### src/rtl/mem_access_unit.sv
// mem_access_unit
//   Load/store unit on the initiator side. It drives a single-port word RAM
//   for the core. Requests can be byte, halfword or word sized and arrive
//   over a valid/ready handshake. Each request gets a single-cycle response
//   pulse. Loads are sign- or zero-extended. Sub-word stores read the
//   containing word, modify it and write it back.
//
// Ports
//   clk, reset            clock; asynchronous active-high reset
//   req_valid/req_ready   request handshake (ready only in IDLE)
//   req_we                1 = store, 0 = load
//   req_size              0 = byte, 1 = half, 2 = word, 3 = illegal
//   req_unsigned          loads: 1 = zero-extend, 0 = sign-extend
//   req_addr              byte address
//   req_wdata             right-aligned store data
//   resp_valid            one-cycle response pulse
//   resp_rdata            extended load data (0 for stores and errors)
//   resp_err              misaligned / out of range / illegal size
//   mem_addr              word-aligned RAM address (0 when idle)
//   mem_we                RAM write enable (one cycle per store)
//   mem_wdata             RAM write data
//   mem_rdata             RAM read data, one edge after mem_addr
module mem_access_unit #(
  parameter int MEM_SIZE = 128
) (
  input  logic        clk,
  input  logic        reset,
  input  logic        req_valid,
  output logic        req_ready,
  input  logic        req_we,
  input  logic [1:0]  req_size,
  input  logic        req_unsigned,
  input  logic [31:0] req_addr,
  input  logic [31:0] req_wdata,
  output logic        resp_valid,
  output logic [31:0] resp_rdata,
  output logic        resp_err,
  output logic [31:0] mem_addr,
  output logic        mem_we,
  output logic [31:0] mem_wdata,
  input  logic [31:0] mem_rdata
);

  localparam logic [31:0] ADDR_LIMIT = 32'(MEM_SIZE * 4);

  typedef enum logic [1:0] {IDLE, READ, WRITE, RESP} state_t;

  state_t      state, state_next;
  logic        lat_we;
  logic [1:0]  lat_size;
  logic        lat_unsigned;
  logic [31:0] lat_addr;
  logic [31:0] lat_wdata;
  logic        read_wait;
  logic        accept;
  logic        req_err;
  logic [4:0]  shamt;
  logic [31:0] lane;
  logic [31:0] load_value;
  logic [31:0] lane_mask;
  logic [31:0] merged;

  assign req_ready = (state == IDLE) && !reset;
  assign accept    = req_valid && req_ready;

  // Request legality, judged on the live request at the accept edge
  always_comb begin
    req_err = 1'b0;
    if (req_size == 2'd3)                          req_err = 1'b1;
    if (req_size == 2'd1 && req_addr[0])           req_err = 1'b1;
    if (req_size == 2'd2 && req_addr[1:0] != 2'b00) req_err = 1'b1;
    if (req_addr >= ADDR_LIMIT)                    req_err = 1'b1;
  end

  // Lane handling. Alignment is checked at accept, so the byte offset times
  // eight serves both byte and half lanes.
  assign shamt     = {lat_addr[1:0], 3'b000};
  assign lane      = mem_rdata >> shamt;
  assign lane_mask = ((lat_size == 2'd0) ? 32'h0000_00FF : 32'h0000_FFFF) << shamt;
  assign merged    = (mem_rdata & ~lane_mask) | ((lat_wdata << shamt) & lane_mask);

  always_comb begin
    load_value = mem_rdata;
    case (lat_size)
      2'd0:    load_value = lat_unsigned ? {24'h0, lane[7:0]}
                                         : {{24{lane[7]}}, lane[7:0]};
      2'd1:    load_value = lat_unsigned ? {16'h0, lane[15:0]}
                                         : {{16{lane[15]}}, lane[15:0]};
      default: load_value = mem_rdata;
    endcase
  end

  always_ff @(posedge clk or posedge reset) begin
    if (reset) state <= IDLE;
    else       state <= state_next;
  end

  // The RAM returns data one edge after the address. A load therefore waits
  // one extra READ cycle so it can capture the lane as READ is left. A
  // sub-word store goes straight on to WRITE. There the read word is already
  // on mem_rdata and can be merged combinationally.
  always_comb begin
    state_next = state;
    mem_addr   = 32'h0;
    mem_we     = 1'b0;
    mem_wdata  = 32'h0;
    resp_valid = 1'b0;
    case (state)
      IDLE: begin
        if (accept) begin
          if (req_err)                         state_next = RESP;
          else if (req_we && req_size == 2'd2) state_next = WRITE;
          else                                 state_next = READ;
        end
      end
      READ: begin
        mem_addr = {lat_addr[31:2], 2'b00};
        if (lat_we)         state_next = WRITE;
        else if (read_wait) state_next = RESP;
      end
      WRITE: begin
        mem_addr   = {lat_addr[31:2], 2'b00};
        mem_we     = 1'b1;
        mem_wdata  = (lat_size == 2'd2) ? lat_wdata : merged;
        state_next = RESP;
      end
      RESP: begin
        resp_valid = 1'b1;
        state_next = IDLE;
      end
      default: state_next = IDLE;
    endcase
  end

  // Request capture and the registered response fields
  always_ff @(posedge clk or posedge reset) begin
    if (reset) begin
      lat_we       <= 1'b0;
      lat_size     <= 2'd0;
      lat_unsigned <= 1'b0;
      lat_addr     <= 32'h0;
      lat_wdata    <= 32'h0;
      read_wait    <= 1'b0;
      resp_rdata   <= 32'h0;
      resp_err     <= 1'b0;
    end else if (accept) begin
      lat_we       <= req_we;
      lat_size     <= req_size;
      lat_unsigned <= req_unsigned;
      lat_addr     <= req_addr;
      lat_wdata    <= req_wdata;
      read_wait    <= 1'b0;
      resp_rdata   <= 32'h0;
      resp_err     <= req_err;
    end else if (state == READ) begin
      read_wait <= 1'b1;
      if (!lat_we && read_wait) resp_rdata <= load_value;
    end
  end

endmodule

### config.mk
export PLATFORM = sky130hd
export DESIGN_NAME = mem_access_unit
export DESIGN_NICKNAME = d
export VERILOG_FILES = /design/src/rtl/mem_access_unit.sv
export SDC_FILE = /design/constraint.sdc
export NUM_CORES = 1
export LEC_CHECK = 0
export ABC_CLOCK_PERIOD_IN_PS = 3720
export BUFFER_PORTS_ARGS = -buffer_cell sky130_fd_sc_hd__buf_2
export CORE_AREA = 2 2 130 157
export DETAILED_ROUTE_END_ITERATION = 7
export DIE_AREA = 0 0 132 159
export MAX_ROUTING_LAYER = met4
export PLACE_DENSITY = 0.61
export SLEW_MARGIN = 30
export SYNTH_ARGS = -nofsm -noshare
export SYNTH_HDL_FRONTEND = slang
export SYNTH_SLANG_ARGS = --single-unit
### constraint.sdc
create_clock -name clk -period 3.72 [get_ports clk]
set_input_delay 1.116 -clock clk [delete_from_list [all_inputs] [get_ports clk]]
set_output_delay 1.116 -clock clk [all_outputs]
set_load 0.05 [all_outputs]
==> impl_metrics.json <==
{
  "wirelength_um": 19500,
  "critPathBufInv": 2,
  "ioPinCount": 203,
  "io_buffer_count": 200,
  "p_seq_share_pct": 25.6,
  "worst-r2r-setup-slack_ps": 1380,
  "synth_enable_flop_cells": 0,
  "clk_latency_ps": 350,
  "chipHeight_um": 159,
  "grt_max_degree": 72,
  "path_delay_family": "simple AND/OR/NAND/NOR gates",
  "timing.final.crit_share_pct": 94.5,
  "power_uw": 8000,
  "grt.overflow.total": 0,
  "drc": 0,
  "min_period_ps": 3520,
  "synth_warnings": 0,
  "drt_iter0_markers": 478,
  "combPwrFrac_pct": 61.1,
  "crit_slowest_cell": "nor2b_1",
  "avgRoutedWirePerCell_um": 16.8,
  "met3_usage_pct": 4.27,
  "setup_tns_ps": 0,
  "synth_adder_area_share_pct": 1.09,
  "ys_types": 42,
  "hold_buffers": 0,
  "layout.cells.non_filler": 1160,
  "initial_utilization_pct": 29.7,
  "syn_to_final_growth_pct": 28.0,
  "slew_viol_final": 0,
  "status": "complete, no violations",
  "yosys.area_share.simple_pct": 27.4,
  "antenna_found_initial": 2,
  "hp-class": "flip-flop to flip-flop",
  "intPower_uw": 3590,
  "skew_ps": 6.29,
  "rows": 56,
  "net-switching-power_uw": 4410,
  "fmax_ghz": 0.284,
  "top_usage_layer": "met2",
  "syn_inst": 711,
  "cts_buffers": 9,
  "route.vias.total": 5697,
  "grt_pass1_vias": 5666,
  "met1_usage_pct": 24.5,
  "async_flop_share_pct": 100,
  "crit_required_ps": 2600,
  "die_area_um2": 21000,
  "cts_buffer_depth": 2,
  "drive_above_1_share_pct": 29.8,
  "maxCapViolCount": 0,
  "finalSetupViolations": 0,
  "crit_path_end_kind": "primary output",
  "synth_ff_type": "dfrtp_1",
  "root_buffer": "clkbuf_16",
  "worstPathCellList": "nor2b_1 > and2_1 > buf_4 > nand2_1 > o21ai_0 > buf_2",
  "dp.cells": 1142,
  "dp_hpwl_um": 14800,
  "rsz0062_at_grt": "false",
  "synth_xor_area_share_pct": 0,
  "synth_compound_area_share_pct": 16.5,
  "first_pass_iters": 5,
  "critPathArrivalTime_ps": 2400,
  "ant_nets": 0,
  "h-tree-depth": 3,
  "core_um2": 19400,
  "met2_usage_pct": 29.4,
  "vias_per_cell": 4.91,
  "synth_area_um2": 5760,
  "synth-seq-cells": 104,
  "p_leak_uw": 0.00382,
  "track_usage_pct": 19.3,
  "crit_type": "flip-flop to primary output",
  "final_area_um2": 7360,
  "grt_pass1_wl_um": 31000,
  "worst-path-max-fanout": 24,
  "swShare_pct": 55.1,
  "ir_drop_v": 0.000458,
  "finalNetCount": 1000,
  "dpl-instance-area_um2": 7010,
  "slew_headroom_pct": 44.1,
  "postCtsSetupBuffers": 0,
  "syn_avg_cell_area_um2": 8.09,
  "synthMuxAreaShare_pct": 5.26,
  "cpPeakStageDelay_ps": 550,
  "gp_congestion": 0.913,
  "die_w_um": 132,
  "pwr_density_cell_nw_per_um2": 1090,
  "p_clk_share_pct": 13.4,
  "synth_top_family_by_area": "simple AND/OR/NAND/NOR gates",
  "ys_seq_area_share_pct": 45.2,
  "cts_tree": "built",
  "clock-sinks": 104,
  "worstMarginPinSlew_ps": 839,
  "clk_pin_slew_worst_paths_ps": 80,
  "final_util_pct": 37.9,
  "hold_viol": 0,
  "crit_path_start_kind": "flip-flop"
}
==> cells by family (layout without fill, tap and decap cells) <==
family,Yosys count,after routing
AOI/OAI and AO/OA,141,141
adders and majority gates,5,5
buffers and inverters,57,242
DFF,104,104
muxes,29,29
other,1,4
and+or+nand+nor,374,374
==> Yosys cell counts (6+ instances only) <==
| master | instances | area (um^2) |
|---|---|---|
| a21boi_0 | 8 | 60.1 |
| a21oi_1 | 16 | 80.1 |
| a221o_1 | 7 | 70.1 |
| a22o_1 | 8 | 70.1 |
| a22oi_1 | 8 | 60.1 |
| and2_1 | 31 | 194 |
| buf_2 | 7 | 35.0 |
| clkbuf_1 | 34 | 128 |
| dfrtp_1 | 104 | 2600 |
| inv_1 | 6 | 22.5 |
| mux2_2 | 10 | 113 |
| mux2i_1 | 19 | 190 |
| nand2_1 | 254 | 953 |
| nand3b_1 | 8 | 60.1 |
| nor2_1 | 50 | 188 |
| nor2b_1 | 6 | 37.5 |
| nor3_1 | 12 | 60.1 |
| o21ai_0 | 51 | 255 |
| o21ai_2 | 10 | 87.6 |
| o221ai_1 | 9 | 78.8 |
| o31ai_1 | 14 | 105 |
==> placed cells by master, fill, tap and decap left out, types with 12 or more instances in the layout <==
cell type,instances
dfrtp_1,102
mux2i_1,19
nor2_1,50
buf_4,19
a21oi_1,15
o31ai_1,14
nand2_1,254
buf_2,200
o21ai_0,48
nor3_1,12
and2_1,31
==> worst reg2reg max path, delay by kind of cell (launching register included) <==
family | cells | cell delay [ps]
buffers and inverters | 2 | 460
flip-flops | 1 | 590
AO/OA/AOI/OAI | 3 | 900
multiplexers | 1 | 240
==> final timing paths <==
check | to | depth (start not counted) | start
max | mem_wdata[26] | 6 | lat_size[0]
min | lat_addr[21] | 2 | lat_addr[21]
max reg2reg | resp_rdata[30] | 6 | lat_addr[0]
min reg2reg | lat_addr[21] | 2 | lat_addr[21]
max in group asynchronous | lat_addr[1] | 3 | reset
min in group asynchronous | lat_unsigned | 3 | reset
==> metrics by stage <==
stage,setup slack (ps),hold WS (ps)
global placement,517,449
CTS,37.9,475
finish,205,468
floorplan,20.0,437
global route,77.6,501
detailed placement,353,454
==> metal layers <==
metal  vias up  part of all wire (%)  routed length (um)
met4         0                   3.2                 629
met2       218                    46                9010
met5         -                     0                   0
met1      2684                    43                8460
li1       2754                     -                   -
met3        41                   7.3                1430
==> state kept, by name, indices dropped and copies added, names as in the netlist <==
name / cells
lat_size: 2
read_wait: 1
lat_addr: 32
lat_unsigned: 1
state: 2
lat_we: 1
lat_wdata: 32
resp_err: 1
resp_rdata: 32
==> power by group through the flow <==
stage / Clock, uW / Sequential (uW) / Combinational [uW]
6_report: 1070 / 2050 / 4890
5_1_grt: 1140 / 2110 / 5260
4_1_cts: 1100 / 2030 / 4890
3_5_place_dp: 0 / 2050 / 4880
3_3_place_gp: 0 / 2050 / 4840
2_1_floorplan: 0 / 2430 / 3290
==> cell type report <==
cell class	count	area, um^2
Tap cell	261	327
Clock buffer	9	225
Inverter	7	30.0
Clock inverter	7	114
Sequential cell	104	2610
Antenna cell	2	5.00
Multi-Input combinational cell	551	2920
Timing Repair Buffer	219	1140
Fill cell	2061	12000
==> repair_timing <==
| action | 4_1_cts | 5_1_grt |
|---|---|---|
| resized for setup | 1 | 5 |
| setup endpoints to repair | 7 | 17 |
| pin swaps | 0 | 0 |
Note: power is estimated with default switching activity, not from simulation.
